===== src/rtl/fir_coeff_loader.sv =====
// Byte-stream coefficient loader for the FIR filter: receives checksummed frames,
// stages them in a shadow register and commits them atomically on the sample strobe.
module fir_coeff_loader #(
  parameter int NTAPS   = 7,
  parameter int CW      = 16,
  parameter int TIMEOUT = 50000
) (
  input  logic                  clk,
  input  logic                  reset,
  input  logic                  s_valid,
  input  logic [7:0]            s_data,
  output logic                  s_ready,
  input  logic                  clk_enable,
  output logic [NTAPS*CW-1:0]   eff,
  output logic                  en,
  output logic                  busy,
  output logic                  done,
  output logic                  err
);

  localparam int BW = NTAPS * CW;
  localparam int NBYTES = BW / 8;
  localparam int TW = $clog2(TIMEOUT + 1);
  localparam logic [3:0]    LAST_PAYLOAD = 4'(NBYTES);
  localparam logic [TW-1:0] TO_LAST = TW'(TIMEOUT - 1);
  localparam logic [TW-1:0] TO_MAX = {TW{1'b1}};

  typedef enum logic [1:0] {IDLE, LOAD, PEND} state_t;

  state_t state, state_nxt;

  logic [BW-1:0] shadow;
  logic [7:0]    sum;
  logic [3:0]    byte_cnt;
  logic [TW-1:0] to_cnt;
  logic          bypass;

  logic hs;
  logic start_load, start_bypass, take_payload, ck_ok, ck_bad, timeout_hit, commit;

  assign s_ready = (state != PEND);
  assign busy    = (state != IDLE);
  assign hs      = s_valid && s_ready;

  always_ff @(posedge clk or posedge reset) begin
    if (reset) state <= IDLE;
    else       state <= state_nxt;
  end

  // byte_cnt holds the number of payload bytes already taken, so the byte
  // arriving when it equals the payload length is the checksum.
  always_comb begin
    state_nxt    = state;
    start_load   = 1'b0;
    start_bypass = 1'b0;
    take_payload = 1'b0;
    ck_ok        = 1'b0;
    ck_bad       = 1'b0;
    timeout_hit  = 1'b0;
    commit       = 1'b0;
    case (state)
      IDLE: begin
        if (hs) begin
          if (s_data == 8'hA5) begin
            start_load = 1'b1;
            state_nxt  = LOAD;
          end else if (s_data == 8'h5A) begin
            start_bypass = 1'b1;
            state_nxt    = PEND;
          end
        end
      end
      LOAD: begin
        if (hs) begin
          if (byte_cnt == LAST_PAYLOAD) begin
            if (s_data == sum) begin
              ck_ok     = 1'b1;
              state_nxt = PEND;
            end else begin
              ck_bad    = 1'b1;
              state_nxt = IDLE;
            end
          end else begin
            take_payload = 1'b1;
          end
        end else if (to_cnt == TO_LAST) begin
          timeout_hit = 1'b1;
          state_nxt   = IDLE;
        end
      end
      PEND: begin
        if (clk_enable) begin
          commit    = 1'b1;
          state_nxt = IDLE;
        end
      end
      default: state_nxt = IDLE;
    endcase
  end

  always_ff @(posedge clk or posedge reset) begin
    if (reset) begin
      shadow   <= '0;
      sum      <= '0;
      byte_cnt <= '0;
      to_cnt   <= '0;
      bypass   <= 1'b0;
      eff      <= '0;
      en       <= 1'b0;
      done     <= 1'b0;
      err      <= 1'b0;
    end else begin
      done <= commit;
      err  <= ck_bad || timeout_hit;

      if (start_load) begin
        sum      <= '0;
        byte_cnt <= '0;
        bypass   <= 1'b0;
      end else if (take_payload) begin
        shadow   <= {shadow[BW-9:0], s_data};
        sum      <= sum + s_data;
        byte_cnt <= byte_cnt + 4'd1;
      end else if (ck_bad || timeout_hit) begin
        shadow <= '0;
      end

      if (start_bypass) bypass <= 1'b1;

      // Idle-cycle counter saturates so it can never wrap back below the limit.
      if (start_load || hs)
        to_cnt <= '0;
      else if (state == LOAD && to_cnt != TO_MAX)
        to_cnt <= to_cnt + 1'b1;

      if (commit) begin
        if (bypass) begin
          en <= 1'b0;
        end else begin
          eff <= shadow;
          en  <= 1'b1;
        end
      end
    end
  end

endmodule


===== config.mk =====
export PLATFORM = sky130hd
export DESIGN_NAME = fir_coeff_loader
export DESIGN_NICKNAME = d
export VERILOG_FILES = /design/src/rtl/fir_coeff_loader.sv
export SDC_FILE = /design/constraint.sdc
export NUM_CORES = 1
export LEC_CHECK = 0
export ABC_AREA = 0
export BUFFER_PORTS_ARGS = -buffer_cell sky130_fd_sc_hd__buf_2
export CAP_MARGIN = 10
export CORE_AREA = 5 5 172 174
export CTS_CLUSTER_SIZE = 30
export DETAILED_ROUTE_END_ITERATION = 10
export DIE_AREA = 0 0 177 179
export GPL_TIMING_DRIVEN = 0
export HOLD_SLACK_MARGIN = 0.06
export PLACE_DENSITY_LB_ADDON = 0.25
export SLEW_MARGIN = 40
export SYNTH_ARGS = -nofsm -noshare
export SYNTH_HDL_FRONTEND = slang
export SYNTH_SLANG_ARGS = --single-unit
export TNS_END_PERCENT = 20

===== constraint.sdc =====
create_clock -name clk -period 8.1 [get_ports clk]
set_input_delay 0 -clock clk [delete_from_list [all_inputs] [get_ports clk]]
set_output_delay 0 -clock clk [all_outputs]
set_load 0.02 [all_outputs]

# [Word-level counts from Yosys, hierarchy flattened]
# Index checks and enable logic that the tools add are counted.
# Widths: inputs -> output; s select.
[word_totals] regBits=258 mem_count=0 rom_bits=0 ramBits=0 inputBits=12 out_inout_bits=117 word_cells=81 latchBits=0
[classes] shift=0 reduce_logical=13 bitwise_logic=2 n_mux=39 multipliers=0 add_sub_neg=3 order_cmp=0 div_mod_pow=0 n_eq_ne=14
[op_table] operator="$mux 112" n=2
[op_table] operator="$mux 16" n=2
[op_table] operator="$mux 1" n=22
[op_table] operator="$add 16x1->16 const B" n=1
[op_table] operator="$eq 16x16->1 const B" n=1
[op_table] operator="$mux 2" n=8
[op_table] operator="$mux 8" n=2
[op_table] operator="$ne 16x16->1 const B" n=1
[op_table] operator="$reduce_bool 2->1" n=5
[op_table] operator="$ne 3x3->1 const B" n=3
[op_table] operator="$add 8x8->8" n=1
[op_table] operator="$eq 8x7->1 const B" n=1
[op_table] operator="$eq 8x8->1" n=1
[op_table] operator="$eq 8x8->1 const B" n=1
[op_table] operator="$mux 4" n=2
[op_table] operator="$ne 2x2->1 const B" n=3
[op_table] operator="$pmux 2 s3" n=1
[op_table] operator="$reduce_and 5->1" n=1
[op_table] operator="$add 4x1->4 const B" n=1
[op_table] operator="$eq 4x4->1 const B" n=1
[op_table] operator="$reduce_and 2->1" n=2
[op_table] operator="$eq 2x1->1 const B" n=1
[op_table] operator="$eq 2x2->1 const B" n=1
[op_table] operator="$logic_and 1x1->1" n=2
[op_table] operator="3 further kinds" n=5

# [Logic depth before layout (Yosys ltp)]
[depth] word_depth=8 mapped_depth=10 depth_no_buf=7

# [Worst setup path before layout]
# OpenSTA, ideal clock, no wires.
[synth_path] path_kind="reg-to-reg" from="register to_cnt[10]" to="register shadow[31]" slack_ps=5933 setup_time_ps=118 t_arrival_ps=2049 n_path_buf=2 path_stages_with_launch=8 path_cell_list="dfrtp_1 or4b_1 nor4_4 nor2_2 a211oi_4 buf_12 buf_12 o21ai_2"
[synth_via] elab_chain_cells=7
[synth_lines] item="start: declaration" line_no="35" source="logic [TW-1:0] to_cnt;"
[synth_lines] item="start signal: assignment" line_no="134" source="to_cnt <= to_cnt + 1'b1;"
[synth_lines] item="$eq 16x16->1" line_no="86" source="end else if (to_cnt == TO_LAST) begin"
[synth_lines] item="$mux 1" line_no="86"
[synth_lines] item="$mux 1" line_no="74" source="if (hs) begin"
[synth_lines] item="$mux 1" line_no="61" source="case (state)"
[synth_lines] item="$logic_or 1x1->1" line_no="124" source="end else if (ck_bad || timeout_hit) begin"
[synth_lines] item="$reduce_bool 2->1 (no source line)"
[synth_lines] item="$reduce_and 2->1 (no source line)"
[synth_lines] item="end signal: assignment" line_no="121" source="shadow <= {shadow[BW-9:0], s_data};"
[synth_lines] item="end: declaration" line_no="32" source="logic [BW-1:0] shadow;"
# No other way between the ends.
# A chain may end at the register's enable or synchronous reset.

# [Worst setup path in the final report]
[layout_path] from="register state[0]" to="register shadow[25]"
[layout_via] elab_chain_cells=7
[layout_lines] item="start: declaration" line_no="30" source="state_t state, state_nxt;"
[layout_lines] item="start signal: assignment" line_no="47" source="else state <= state_nxt;"
[layout_lines] item="$ne 2x2->1" line_no="41" source="assign s_ready = (state != PEND);"
[layout_lines] item="$logic_and 1x1->1" line_no="43" source="assign hs = s_valid && s_ready;"
[layout_lines] item="$mux 1" line_no="74"
[layout_lines] item="$mux 1" line_no="61"
[layout_lines] item="$logic_or 1x1->1" line_no="124"
[layout_lines] item="$reduce_bool 2->1 (no source line)"
[layout_lines] item="$reduce_and 2->1 (no source line)"
# Parallel ways exist; a longest one is shown, timed or not.

==> run metrics <==
compound-cell area share of the yosys netlist=9.75%; Maximum Capacitance Violations=0; r2r worst-path depth=8; cts bufs inserted=29; Mapped Area=10,900 um^2; ANT nets after route=0; Final nets=1,140; hold_buf cts=12; Final WS setup=5.33 ns; Final Setup Violations=0; Syn Nets=967; Post-Synth XOR/XNOR Area=1.60%; initial drt markers=334; Slew HR=57.2%; simple-gate share of the synthesized area=12.9%; Final Skew=0.0121 ns; Synth Instances=944; fmax=0.361 GHz; Worst path most repeated cell=clkbuf_1; Overflow after GRT=0; Crit Path Class=reg2reg; wire length per cell=16.2 um; layout cells sized above 1=34.5%; Req. time, crit path=8.57 ns; fillers=2,613; clk buf depth=3; Sink Count=258; post-CTS setup buffer count=0; first-pass GRT wire length=41,000 um; vias in the first global route=7,701; GRT Total Usage=15.7%; RSZ-0062 raised after global routing=no; Vias/cell=4.94; post-synthesis mux area share=11.7%; Reg clk slew, reported paths=0.06 ns; CP Max Fanout=10; DP Worst Slack=5.29 ns; Starting Density=39.5%; most common cell after layout, fill and taps aside=dfrtp_1; fin. max-slew vios=0; H-tree depth=1; Worst-Skew Late Latency=0.54 ns; Die Wd=177 um; Ports=129; slew at the pin closest to its max-slew limit=0.643 ns; main combinational cell family by area after synthesis=simple AND/OR/NAND/NOR gates; final instance area=13,300 um^2; Area after DPL=12,100 um^2; Synth Flop Type=dfrtp_1; Sequential Area=6460 um^2; initial antenna violation count=1; async set-reset flop share out of synthesis=100%; Vias=7,505; Post-Synth Adder-Cell Area=1.33%; Root Driver=clkbuf_16; EDFF count, synth=0; Ys Warns=0; Hold Crit Depth=4; critical path launch point type=register; cell area power density=226 nW/um^2; CP Capture Type=register; DRC=0; final hold violation count=0; CTS tree=done; Die Area=31,700 um^2; Tightest Hold Check Type=in2reg; area delta synth->final=21.6%; DP HPWL=17,200 um; synthesized area per cell=11.6 um^2; # resized after CTS=0; Final Cycle Share=34.2%; gpl congestion=0.776; FF+latch count, synth=258; P_leak=6.56 nW; register area share after synthesis=59.1%; CP max stage delay=0.50 ns; footprint of the multi-input gates=4080 um^2; DRT Wirelength=24,700 um; core region area=27,600 um^2; commonest non-fill, non-tap cells in the layout=dfrtp_1 (258), nand2_1 (243), buf_2 (137); slowest CP cell=clkbuf_1; drt pass-1 iters=6; row cnt=61; Worst EP arrival=3.24 ns; largest net degree at the start of global routing=73; height of the die=179 um; PortBufs=127; status=finished, final reports clean; CP Cell Sequence=clkbuf_1, nor2b_1, and3_1, clkbuf_1, buf_2, buf_1, nand2_1, o21ai_2; Netlist cell types=46; Tmin final=2.77 ns; worst vdd ir=0.162 mV
## cells in the mapped netlist, types with 3 or more instances
library cell / n / area share [%]
a211oi_1: 3 / 0.21
a21o_1: 5 / 0.34
a21oi_1: 4 / 0.18
and2_1: 4 / 0.23
and3_1: 4 / 0.23
buf_1: 3 / 0.10
buf_12: 8 / 1.5
buf_2: 10 / 0.46
clkbuf_1: 31 / 1.1
clkbuf_2: 4 / 0.18
dfrtp_1: 258 / 59
ha_1: 10 / 1.1
inv_1: 9 / 0.31
mux2_2: 112 / 12
nand2_1: 243 / 8.4
nand2b_1: 4 / 0.23
nand3_1: 13 / 0.60
nand4_1: 9 / 0.52
nor2_1: 22 / 0.76
nor3_1: 6 / 0.27
nor4_1: 9 / 0.52
nor4bb_1: 4 / 0.37
o21ai_0: 57 / 2.6
o21ai_2: 69 / 5.5
xnor2_1: 15 / 1.2
xor2_1: 5 / 0.40
## layout make-up
cell class / instances / share of cell area (%)
multi-input cells: 621 / 30.7
plain buffers: 56 / 2.70
flip-flops and latches: 258 / 48.6
clock buffers: 39 / 6.43
inverters: 9 / 0.311
diodes: 1 / 0.0188
well taps: 378 / 3.56
repair buffers: 142 / 6.31
clock inverters: 15 / 1.31
## critical path, delay by kind of cell, from the launching register on
family / cells / cell delay, ns
AO/OA/AOI/OAI: 1 / 0.08
AND/OR/NAND/NOR: 3 / 0.69
buffers and inverters: 4 / 1.61
flip-flops: 1 / 0.32
## through the flow
stage          util, %  power (mW)  cells  hold WS (ns)  setup TNS (ns)
2_1_floorplan        -        1.57    944         0.117               0
6_report          48.1        3.00   1519         0.292               0
5_1_grt           48.1        3.13   1519         0.297               0
3_5_place_dp      43.9        1.66   1452        0.0477               0
3_3_place_gp      43.5        1.65   1449         0.279         -528.04
4_1_cts           48.0        3.04   1518         0.262               0
## registers in the layout, summed over array words and instances, names as in the netlist
name,count
done,1
bypass,1
eff,112
shadow,112
en,1
sum,8
to_cnt,16
byte_cnt,4
err,1
state,2
## metal layers
| layer | track usage, % | share of wire (%) | up-vias |
|---|---|---|---|
| met1 | 22.6 | 47 | 3724 |
| met4 | 4.45 | 2.2 | 0 |
| met5 | 0 | 0 | - |
| met3 | 2.26 | 4.1 | 44 |
| met2 | 25.1 | 46 | 155 |
| li1 | - | - | 3582 |
## path summary, 6_finish.rpt
path / start / end / slack (ns)
setup / recovery: state[0] / shadow[25] / 5.33
hold / removal: clk_enable / done / 0.29
setup reg to reg: state[0] / shadow[25] / 5.33
hold reg to reg: en / en / 0.47
max in group asynchronous: reset / eff[111] / 6.35
min in group asynchronous: reset / eff[48] / 0.67
## power breakdown
group	total [mW]	internal (mW)	switching, mW	leakage, nW
Combinational	0.308	0.118	0.190	2.46
Sequential	1.33	1.32	0.0165	3.60
Clock	1.37	0.836	0.530	0.507
## cells by family (layout without fill, tap and decap cells)
kind of cell,after synthesis,in the layout
buf+inv,65,261
compound gates,148,148
flops,258,258
xor+xnor,20,20
fa+ha+maj,11,11
other cells,0,1
simple gates,328,328
mux,114,114
Note: power is estimated with default switching activity, not from simulation.
